<file path="src/rtl/mul_booth42_iter_if.sv">
// Request/response bundle for the iterative Booth multiplier.
// Latency: n/a (wiring only); request fields are sampled on the accepted start edge.
// Backpressure: requester watches busy; a start raised while busy is dropped.
interface mul_booth42_iter_if #(
    parameter int WIDTH = 32,
    parameter int SLICE = 8
);
    localparam int CW = $clog2(WIDTH / SLICE + 2);

    logic                 start;
    logic [WIDTH-1:0]     a;
    logic [WIDTH-1:0]     b;
    logic [2*WIDTH-1:0]   acc_in;
    logic                 sgn;
    logic                 acc_en;
    logic                 long_en;

    logic                 busy;
    logic                 done;
    logic [2*WIDTH-1:0]   result;
    logic                 n_flag;
    logic                 z_flag;
    logic [CW-1:0]        cycles;

    modport master (
        output start, a, b, acc_in, sgn, acc_en, long_en,
        input  busy, done, result, n_flag, z_flag, cycles
    );

    modport slave (
        input  start, a, b, acc_in, sgn, acc_en, long_en,
        output busy, done, result, n_flag, z_flag, cycles
    );
endinterface

</file>
<file path="src/rtl/mul_booth42_iter.sv">
// Iterative radix-4 Booth multiply/accumulate with carry-save state and early termination.
// Latency: done in cycle k+2 after the start edge, k = RUN slices used (1 .. WIDTH/SLICE+1).
// Backpressure: start only honoured in IDLE; requests while busy are ignored, not queued.
module mul_booth42_iter #(
    parameter int WIDTH = 32,
    parameter int SLICE = 8
) (
    input  logic              clk,
    input  logic              nreset,
    mul_booth42_iter_if.slave bus
);
    localparam int PW   = 2 * WIDTH;          // product / carry-save width
    localparam int BW   = WIDTH + SLICE;      // extended multiplier width
    localparam int NPP  = SLICE / 2;          // Booth digits per slice
    localparam int NOPS = NPP + 3;            // sum, carry, partial products, negate correction
    localparam int NPAD = ((NOPS + 3) / 4) * 4;
    localparam int LVLS = $clog2(NPAD) - 1;   // 4:2 levels to get down to two rows
    localparam int CW   = $clog2(WIDTH / SLICE + 2);

    typedef enum logic [1:0] {S_IDLE, S_RUN, S_RESOLVE} state_t;

    state_t          state_q, state_d;
    logic [PW-1:0]   sum_q, sum_d;
    logic [PW-1:0]   carry_q, carry_d;
    logic [PW-1:0]   a_sh_q, a_sh_d;          // extended multiplicand pre-shifted by k*SLICE
    logic [BW-1:0]   b_sh_q, b_sh_d;          // extended multiplier, arithmetically shifted by k*SLICE
    logic            bprev_q, bprev_d;        // multiplier bit k*SLICE-1 (Booth overlap bit)
    logic            long_q, long_d;
    logic [CW-1:0]   cnt_q, cnt_d;
    logic [CW-1:0]   cycles_q, cycles_d;
    logic [PW-1:0]   result_q, result_d;
    logic            n_q, n_d;
    logic            z_q, z_d;
    logic            done_q, done_d;

    logic [SLICE:0]  win;
    logic [NPP-1:0]  one_w, two_w, neg_w;
    logic [PW-1:0]   mag [NPP];
    logic [PW-1:0]   pp  [NPP];
    logic [PW-1:0]   neg_cnt;
    logic [PW-1:0]   red [NPAD];
    logic [PW-1:0]   nxt [NPAD];
    logic [PW-1:0]   resolved;
    logic            term;

    // 4:2 compressor on whole rows: two cascaded 3:2 stages, top carry drops (mod 2^PW).
    function automatic logic [2*PW-1:0] comp42(input logic [PW-1:0] x0, input logic [PW-1:0] x1,
                                                input logic [PW-1:0] x2, input logic [PW-1:0] x3);
        logic [PW-1:0] t, m, s, c;
        t = x0 ^ x1 ^ x2;
        m = ((x0 & x1) | (x0 & x2) | (x1 & x2)) << 1;
        s = t ^ x3 ^ m;
        c = ((t & x3) | (t & m) | (x3 & m)) << 1;
        return {c, s};
    endfunction

    // Current slice bits plus the overlap bit below them.
    assign win = {b_sh_q[SLICE-1:0], bprev_q};

    // Remaining multiplier bits all equal means every later Booth digit is zero.
    assign term = (&b_sh_q[BW-1:SLICE-1]) | ~(|b_sh_q[BW-1:SLICE-1]);

    assign resolved = sum_q + carry_q;

    // Booth recoding and partial-product selection; negation as ~x with the +1s gathered into one count row.
    always_comb begin
        one_w   = '0;
        two_w   = '0;
        neg_w   = '0;
        neg_cnt = '0;
        for (int i = 0; i < NPP; i++) begin
            one_w[i] = win[2*i+1] ^ win[2*i];
            two_w[i] = (win[2*i+2] & ~win[2*i+1] & ~win[2*i]) |
                       (~win[2*i+2] & win[2*i+1] & win[2*i]);
            neg_w[i] = win[2*i+2] & ~(win[2*i+1] & win[2*i]);
            mag[i]   = one_w[i] ? (a_sh_q << (2*i)) :
                       two_w[i] ? (a_sh_q << (2*i+1)) : '0;
            pp[i]    = neg_w[i] ? ~mag[i] : mag[i];
            neg_cnt  = neg_cnt + PW'(neg_w[i]);
        end
    end

    // Compressor tree folding the partial products into the held sum/carry pair.
    always_comb begin
        for (int i = 0; i < NPAD; i++) begin
            red[i] = '0;
            nxt[i] = '0;
        end
        red[0] = sum_q;
        red[1] = carry_q;
        for (int i = 0; i < NPP; i++) begin
            red[2+i] = pp[i];
        end
        red[NOPS-1] = neg_cnt;
        for (int lvl = 0; lvl < LVLS; lvl++) begin
            for (int i = 0; i < NPAD; i++) begin
                nxt[i] = '0;
            end
            for (int g = 0; g < NPAD; g += 4) begin
                {nxt[g/2+1], nxt[g/2]} = comp42(red[g], red[g+1], red[g+2], red[g+3]);
            end
            for (int i = 0; i < NPAD; i++) begin
                red[i] = nxt[i];
            end
        end
    end

    // Next state and datapath register updates for IDLE -> RUN -> RESOLVE.
    always_comb begin
        state_d  = state_q;
        sum_d    = sum_q;
        carry_d  = carry_q;
        a_sh_d   = a_sh_q;
        b_sh_d   = b_sh_q;
        bprev_d  = bprev_q;
        long_d   = long_q;
        cnt_d    = cnt_q;
        cycles_d = cycles_q;
        result_d = result_q;
        n_d      = n_q;
        z_d      = z_q;
        done_d   = 1'b0;
        case (state_q)
            S_IDLE: begin
                if (bus.start) begin
                    state_d = S_RUN;
                    a_sh_d  = bus.sgn ? {{WIDTH{bus.a[WIDTH-1]}}, bus.a} : {{WIDTH{1'b0}}, bus.a};
                    b_sh_d  = bus.sgn ? {{SLICE{bus.b[WIDTH-1]}}, bus.b} : {{SLICE{1'b0}}, bus.b};
                    bprev_d = 1'b0;
                    if (!bus.acc_en)
                        sum_d = '0;
                    else if (bus.long_en)
                        sum_d = bus.acc_in;
                    else
                        sum_d = {{WIDTH{1'b0}}, bus.acc_in[WIDTH-1:0]};
                    carry_d = '0;
                    long_d  = bus.long_en;
                    cnt_d   = '0;
                end
            end
            S_RUN: begin
                sum_d   = red[0];
                carry_d = red[1];
                a_sh_d  = a_sh_q << SLICE;
                b_sh_d  = {{SLICE{b_sh_q[BW-1]}}, b_sh_q[BW-1:SLICE]};
                bprev_d = b_sh_q[SLICE-1];
                cnt_d   = cnt_q + CW'(1);
                if (term)
                    state_d = S_RESOLVE;
            end
            S_RESOLVE: begin
                result_d = long_q ? resolved : {{WIDTH{1'b0}}, resolved[WIDTH-1:0]};
                n_d      = long_q ? resolved[PW-1] : resolved[WIDTH-1];
                z_d      = long_q ? (resolved == '0) : (resolved[WIDTH-1:0] == '0);
                cycles_d = cnt_q;
                done_d   = 1'b1;
                state_d  = S_IDLE;
            end
            default: state_d = S_IDLE;
        endcase
    end

    // State and datapath registers; reset aborts any operation without a done pulse.
    always_ff @(posedge clk or negedge nreset) begin
        if (!nreset) begin
            state_q  <= S_IDLE;
            sum_q    <= '0;
            carry_q  <= '0;
            a_sh_q   <= '0;
            b_sh_q   <= '0;
            bprev_q  <= 1'b0;
            long_q   <= 1'b0;
            cnt_q    <= '0;
            cycles_q <= '0;
            result_q <= '0;
            n_q      <= 1'b0;
            z_q      <= 1'b0;
            done_q   <= 1'b0;
        end else begin
            state_q  <= state_d;
            sum_q    <= sum_d;
            carry_q  <= carry_d;
            a_sh_q   <= a_sh_d;
            b_sh_q   <= b_sh_d;
            bprev_q  <= bprev_d;
            long_q   <= long_d;
            cnt_q    <= cnt_d;
            cycles_q <= cycles_d;
            result_q <= result_d;
            n_q      <= n_d;
            z_q      <= z_d;
            done_q   <= done_d;
        end
    end

    assign bus.busy   = (state_q != S_IDLE);
    assign bus.done   = done_q;
    assign bus.result = result_q;
    assign bus.n_flag = n_q;
    assign bus.z_flag = z_q;
    assign bus.cycles = cycles_q;
endmodule

</file>
<file path="src/flat_wrapper.sv">
// flat-port wrapper written by rule: the top's interface ports become plain ports
module mul_booth42_iter_flat 
#(
    parameter int WIDTH = 32,
    parameter int SLICE = 8
)
  (clk, nreset, bus_start, bus_a, bus_b, bus_acc_in, bus_sgn, bus_acc_en, bus_long_en, bus_busy, bus_done, bus_result, bus_n_flag, bus_z_flag, bus_cycles);
  mul_booth42_iter_if #(.WIDTH(WIDTH), .SLICE(SLICE)) bus_i ();
  input  logic clk;
  input  logic nreset;
  input wire logic [$bits(bus_i.start)-1:0] bus_start;
  input wire logic [$bits(bus_i.a)-1:0] bus_a;
  input wire logic [$bits(bus_i.b)-1:0] bus_b;
  input wire logic [$bits(bus_i.acc_in)-1:0] bus_acc_in;
  input wire logic [$bits(bus_i.sgn)-1:0] bus_sgn;
  input wire logic [$bits(bus_i.acc_en)-1:0] bus_acc_en;
  input wire logic [$bits(bus_i.long_en)-1:0] bus_long_en;
  output wire logic [$bits(bus_i.busy)-1:0] bus_busy;
  output wire logic [$bits(bus_i.done)-1:0] bus_done;
  output wire logic [$bits(bus_i.result)-1:0] bus_result;
  output wire logic [$bits(bus_i.n_flag)-1:0] bus_n_flag;
  output wire logic [$bits(bus_i.z_flag)-1:0] bus_z_flag;
  output wire logic [$bits(bus_i.cycles)-1:0] bus_cycles;
  assign bus_i.start = bus_start;
  assign bus_i.a = bus_a;
  assign bus_i.b = bus_b;
  assign bus_i.acc_in = bus_acc_in;
  assign bus_i.sgn = bus_sgn;
  assign bus_i.acc_en = bus_acc_en;
  assign bus_i.long_en = bus_long_en;
  assign bus_busy = bus_i.busy;
  assign bus_done = bus_i.done;
  assign bus_result = bus_i.result;
  assign bus_n_flag = bus_i.n_flag;
  assign bus_z_flag = bus_i.z_flag;
  assign bus_cycles = bus_i.cycles;
  mul_booth42_iter #(.WIDTH(WIDTH), .SLICE(SLICE)) u_core (.clk(clk), .nreset(nreset), .bus(bus_i));
endmodule
</file>
<file path="config.mk">
export PLATFORM = sky130hd
export DESIGN_NAME = mul_booth42_iter_flat
export DESIGN_NICKNAME = d
export VERILOG_FILES = /design/src/rtl/mul_booth42_iter_if.sv /design/src/rtl/mul_booth42_iter.sv /design/src/flat_wrapper.sv
export SDC_FILE = /design/constraint.sdc
export NUM_CORES = 2
export LEC_CHECK = 0
export CORE_MARGIN = 2
export CORE_UTILIZATION = 55
export CTS_CLUSTER_SIZE = 24
export DETAILED_ROUTE_END_ITERATION = 12
export PLACE_DENSITY = 0.89
export SLEW_MARGIN = 0
export SYNTH_ARGS = -nofsm -noshare
export SYNTH_HDL_FRONTEND = slang
export SYNTH_SLANG_ARGS = --single-unit
</file>
<file path="constraint.sdc">
create_clock -name clk -period 4.9 [get_ports clk]
set_clock_uncertainty 0.1 [all_clocks]
set_input_delay 0.98 -clock clk [delete_from_list [all_inputs] [get_ports clk]]
set_output_delay 0.98 -clock clk [all_outputs]
set_load 0.005 [all_outputs]
</file>
After elaboration in Yosys (flattened, before gate mapping). Cells that the tools add are included. W data, S select, Z words.

Register bits: 309. Word-level logic and storage cells: 158. Bits in latches: 0. Bits of input ports: 134. Memories: 0. Output and inout bits: 71. Bits in read-only memories: 0. RAM bits: 0.

Multiplexer cells: 35. Reduce and logical (&&, ||, !) cells: 11. Shift operators: 0. $add $sub $neg: 5. $lt $le $gt $ge: 0. Divide/modulo/power cells: 0. Bitwise operators: 89. Multiply operators: 0. Equal/unequal tests: 4.

Operator list (count): $mux W64 (19); $and A63 B63 Y63 (16); $xor A64 B64 Y64 (11); $or A63 B63 Y63 (10); $pmux W64 S2 (3); $not A64 Y64 (4); $add A64 B1 Y64 (2); $mux W40 (2); $pmux W40 S2 (1); $add A64 B64 Y64 (1); $logic_not A64 Y1 (1); $reduce_and A33 Y1 (1); $reduce_or A33 Y1 (1); $logic_not A32 Y1 (1); $and A1 B1 Y1 (24); $not A1 Y1 (15); $pmux W3 S2 (1); $reduce_and A2 Y1 (3); $or A1 B1 Y1 (5); $mux W1 (4); $mux W2 (2); $pmux W2 S2 (1); $reduce_bool A2 Y1 (2); $xor A1 B1 Y1 (4); 10 further kinds (10).

Depth between registers and ports, before layout.
Depth in word-level cells: 21. Mapped depth: 19. Mapped depth without buffers: 18.

Worst setup path after synthesis. No wires, ideal clock.

Path kind: reg-to-reg. From: reg u_core.b_sh_q[1]. To: reg u_core.sum_q[3]. Arrival: 4497 ps. Slack: 168 ps. Stages on the path, launching flop included: 19. Buffers on the path: 1. Data required time: 4665 ps. Path through: dfrtp_1 -> ha_1 -> nand2b_1 -> inv_2 -> buf_1 -> ha_1 -> ha_1 -> a21o_1 -> ha_1 -> inv_1 -> fa_1 -> inv_1 -> ha_1 -> inv_1 -> fa_1 -> fa_1 -> nor2_1 -> a31oi_1 -> o21ai_0.

Cells in the longest elaborated chain, start to end: 19. Elaborated cells between the ends (all ways): 54. Classes of those cells: add/sub (3); mux (7); bitwise (44).

RTL lines: from (decl) (RTL line mul_booth42_iter.sv:26) `logic [BW-1:0] b_sh_q, b_sh_d;`; from (signal assigned) (RTL line mul_booth42_iter.sv:184) `b_sh_q <= b_sh_d;`; parallel branches: the longest is 17 deep, another holds $add A64 B1 Y64; $xor A64 B64 Y64 (*) (RTL line mul_booth42_iter.sv:52) `s = t ^ x3 ^ m;`; $pmux W64 S2 (*) (RTL line mul_booth42_iter.sv:123) `case (state_q)`; to (signal assigned) (RTL line mul_booth42_iter.sv:181) `sum_q <= sum_d;`; to (decl) (RTL line mul_booth42_iter.sv:23) `logic [PW-1:0] sum_q, sum_d;`.

Every way passes the cells marked *. A chain may end at the register's enable or synchronous reset.

Final worst setup path.
From: reg u_core.carry_q[2]. To: reg u_core.z_q (netlist: u_core.bus.z_flag).

Cells in the longest elaborated chain, start to end: 3. Elaborated cells between the ends (all ways): 4. Classes of those cells: add/sub (1); mux (1); reduce/logical (2).

RTL lines: from (decl) (RTL line mul_booth42_iter.sv:24) `logic [PW-1:0] carry_q, carry_d;`; from (signal assigned) (RTL line mul_booth42_iter.sv:182) `carry_q <= carry_d;`; $add A64 B64 Y64 (*) (RTL line mul_booth42_iter.sv:63) `assign resolved = sum_q + carry_q;`; $logic_not A64 Y1 or $logic_not A32 Y1 (tied branches) (RTL line mul_booth42_iter.sv:154) `z_d = long_q ? (resolved == '0) : (resolved[WIDTH-1:0] == '0);`; $mux W1 (*) (RTL line mul_booth42_iter.sv:154); to (signal assigned) (RTL line mul_booth42_iter.sv:191) `z_q <= z_d;`; to (decl) (RTL line mul_booth42_iter.sv:33) `logic z_q, z_d;`.

Every way passes the cells marked *; elsewhere a longest branch is shown, timed or not.

==> results.md <==
* Inserted Diodes at 0
* Remaining Overflow, GRT at 0
* Startpoint Class: flop
* Core Rows at 84
* Final Slew Violations at 0
* Reg-to-reg endpoint: u_core.bus.z_flag$_DFFE_PN0P_
* Clk buf depth at 3
* Post-synthesis sequential area ratio at 0.259
* First-pass GRT wire length at 136000 um
* Synth Area in Compound Gates at 0.187
* Final setup TNS at 0 ns
* Synth Area in Simple Gates at 0.122
* Clock Tree Root: clkbuf_16
* Area grow syn2layout at 12.3%
* Reg2reg start: u_core.carry_q[2]$_DFFE_PN0P_
* Hold_buf cts at 0
* Max-slew headroom at 0.171
* DRT Wirelength at 86900 um
* Ys Warns at 0
* Slew @ Worst Pin at 1.24 ns
* GRT Overall Usage at 0.319
* Crit path kind: flop to flop
* TritonCTS Buffers at 36
* Die Y at 234 um
* Dpl ws at 0.402 ns
* Avg Synthesized Cell Area at 9.03 um2
* Slowest-stage cell, CP: or4_1
* Final setup viols at 0
* Layout Nets at 3819
* Starting DRT DRC Count at 2964
* CTS clk-pin slew, worst paths at 0.06 ns
* Post-CTS Setup Bufs at 0
* First-pass DRT Iterations at 8
* Syn Inst Count at 3220
* Ratio of cells with drive above 1 in the final layout at 0.0457
* Worst skew pair latency at 0.56 ns
* Fin crit share at 0.941
* CP Cell Sequence: ha_1 > fa_1 > a21o_1 > a221o_1 > a21boi_1 > nand2_1 > xor2_1 > nor4_1 > nand4_1 > nor4_1 > buf_4 > nand4_1 > or4_1 > nand2_1
* Post_cts resized at 0
* Clk sinks at 301
* Antenna Nets Post-Route at 0
* Fraction of the mapped netlist area in adder cells at 0.256
* Initial antenna violation count at 2
* Max FO, Critical Path at 7
* Finished Layout Cells at 3949
* Post-synth net total at 3800
* Worst R2R Setup Slack at 0.29 ns
* Post-Synth XOR/XNOR Area at 0.0852
* Mux share of post-synthesis cell area at 0.0197
* MaxCap Viol Count at 0
* Worst hold slack at 0.309 ns
* Primary FF master, synth: dfrtp_1
* CP arrival at 5.01 ns
* Largest net degree at the start of global routing at 252
* CP startpoint: u_core.carry_q[2]$_DFFE_PN0P_
* Crit. End Element: flop
* Final Hold Vio Count at 0
* Synthesized area at 29100 um2
* Placed Cells at 3889
* Hold crit path type: input port to async pin
* Synth unique cells at 87
* Status: complete, no violations
* Post-DP HPWL at 62600 um
* Via count at 25200
* Crit-path max cell delay at 0.52 ns
* Starting Density at 0.555
* Routed WL per cell at 22.0 um
* Ys async rst share at 1.00
* Worst EP required at 5.30 ns
* Die area at 54700 um2
* Post-synth EDFFs at 0
* Port bufs at 204
* Die width at 234 um
* Worst-case reg-to-reg path depth at 14
* GPL Wtd Cong at 0.962
* Htree depth at 2
* Number of global-route vias before repair at 25000
* Register bit total from synthesis at 301
* Io pins at 205
* Vias per cell at 6.38
* Largest family of logic cells by synthesized area: adder cells
* Crit path capture: u_core.bus.z_flag$_DFFE_PN0P_
* Final worst slack at 0.287 ns
* Fin crit period at 4.61 ns
* CTS tree: built
* # DRC at 0
* Core Area at 52400 um2
* Max Freq at 0.217 GHz
* RSZ-0062 raised after global routing: false
worst min path at each step:
stage / cells after the start / to / slack [ns] / startpoint
finish: 1 / u_core.bus.result[55]$_DFFE_PN0P_ / 0.31 / nreset
global route: 1 / u_core.bus.result[62]$_DFFE_PN0P_ / 0.38 / nreset
CTS: 1 / u_core.bus.z_flag$_DFFE_PN0P_ / 0.36 / nreset
detailed placement: 2 / u_core.bus.cycles[0]$_DFFE_PN0P_ / 0.36 / u_core.bus.cycles[0]$_DFFE_PN0P_
global placement: 2 / u_core.bus.result[14]$_DFFE_PN0P_ / 0.36 / u_core.bus.result[14]$_DFFE_PN0P_
floorplan: 2 / u_core.bus.cycles[2]$_DFFE_PN0P_ / 0.35 / u_core.cnt_q[2]$_DFFE_PN0P_
cell usage after synthesis, drive strengths merged, types with 24 or more instances:
cell | instances | area, um2
nand2 | 399 | 1500
a22oi | 243 | 1840
a31oi | 35 | 219
inv | 281 | 1050
xnor2 | 267 | 2340
dfrtp | 301 | 7530
nand4 | 33 | 213
buf | 36 | 170
a21oi | 103 | 523
nand3 | 121 | 606
fa | 250 | 5000
ha | 196 | 2450
nor2 | 94 | 353
o21ai | 229 | 1160
o211ai | 47 | 372
clkbuf | 224 | 843
nor3 | 24 | 120
mux2i | 54 | 541
metal layers:
metal,track usage,routed length (um),vias to the layer above
met2,0.497,39300,1644
met4,0.135,3640,2
met3,0.0822,10300,274
li1,-,-,11100
met5,0,18,-
met1,0.423,33600,12200
state kept, by name, summed over array words and instances (netlist names):
signal and cells:
u_core.sum_q 64, u_core.cnt_q 3, u_core.b_sh_q 34, u_core.state_q 2, u_core.carry_q 62, u_core.bus.cycles 3
u_core.bus.result 64, u_core.bus.done 1, u_core.long_q 1, u_core.a_sh_q 64, u_core.bprev_q 1, u_core.bus.z_flag 1
u_core.bus.n_flag 1
critical path, delay by kind of cell (launching register included):
family / cells / cell delay [ns]
XOR/XNOR: 1 / 0.16
buffers and inverters: 1 / 0.20
flip-flops: 1 / 0.42
AND/OR/NAND/NOR: 7 / 1.90
AO/OA/AOI/OAI: 3 / 1.07
adder cells (fa/ha/maj): 2 / 0.68
placed cells by master (no fill, tap or decap), types with 16 or more instances in the layout:
cell type | netlist | final
nand2_1 | 398 | 397
dfrtp_1 | 301 | 301
inv_1 | 277 | 277
xnor2_1 | 267 | 267
fa_1 | 250 | 250
a22oi_1 | 242 | 242
o21ai_0 | 213 | 213
clkdlybuf4s50_1 | 0 | 203
ha_1 | 196 | 192
nand3_1 | 121 | 121
a21oi_1 | 101 | 98
nor2_1 | 94 | 93
mux2i_1 | 54 | 54
o211ai_1 | 45 | 45
clkbuf_16 | 0 | 37
a31oi_1 | 35 | 35
nand4_1 | 32 | 32
buf_4 | 2 | 25
nor3_1 | 24 | 23
a21o_1 | 22 | 22
a22o_1 | 21 | 21
and3_1 | 20 | 20
nor4_1 | 18 | 18
xor2_1 | 16 | 16
cell families after synthesis:
family,Yosys count
compound gates,810
xor+xnor,283
fa+ha+maj,446
buf+inv,541
flops,301
mux,57
simple gates,782
final cells by class:
| cell class | count | area (um2) |
|---|---|---|
| Clock buffer | 49 | 1060 |
| Clock inverter | 11 | 98.8 |
| Fill cell | 3960 | 19800 |
| Inverter | 281 | 1060 |
| Multi-Input combinational cell | 2378 | 19600 |
| Sequential cell | 301 | 7530 |
| Tap cell | 688 | 861 |
| Timing Repair Buffer | 241 | 2470 |
per-stage QoR:
step                utilization  area (um2)
floorplan                     -       29100
global placement          0.601       31500
detailed placement        0.601       31500
CTS                       0.623       32700
global route              0.623       32700
finish                    0.623       32700
Power is left out: the tool's default activity adds up to more than one toggle a clock period on the data nets, which glitch-free logic cannot reach.
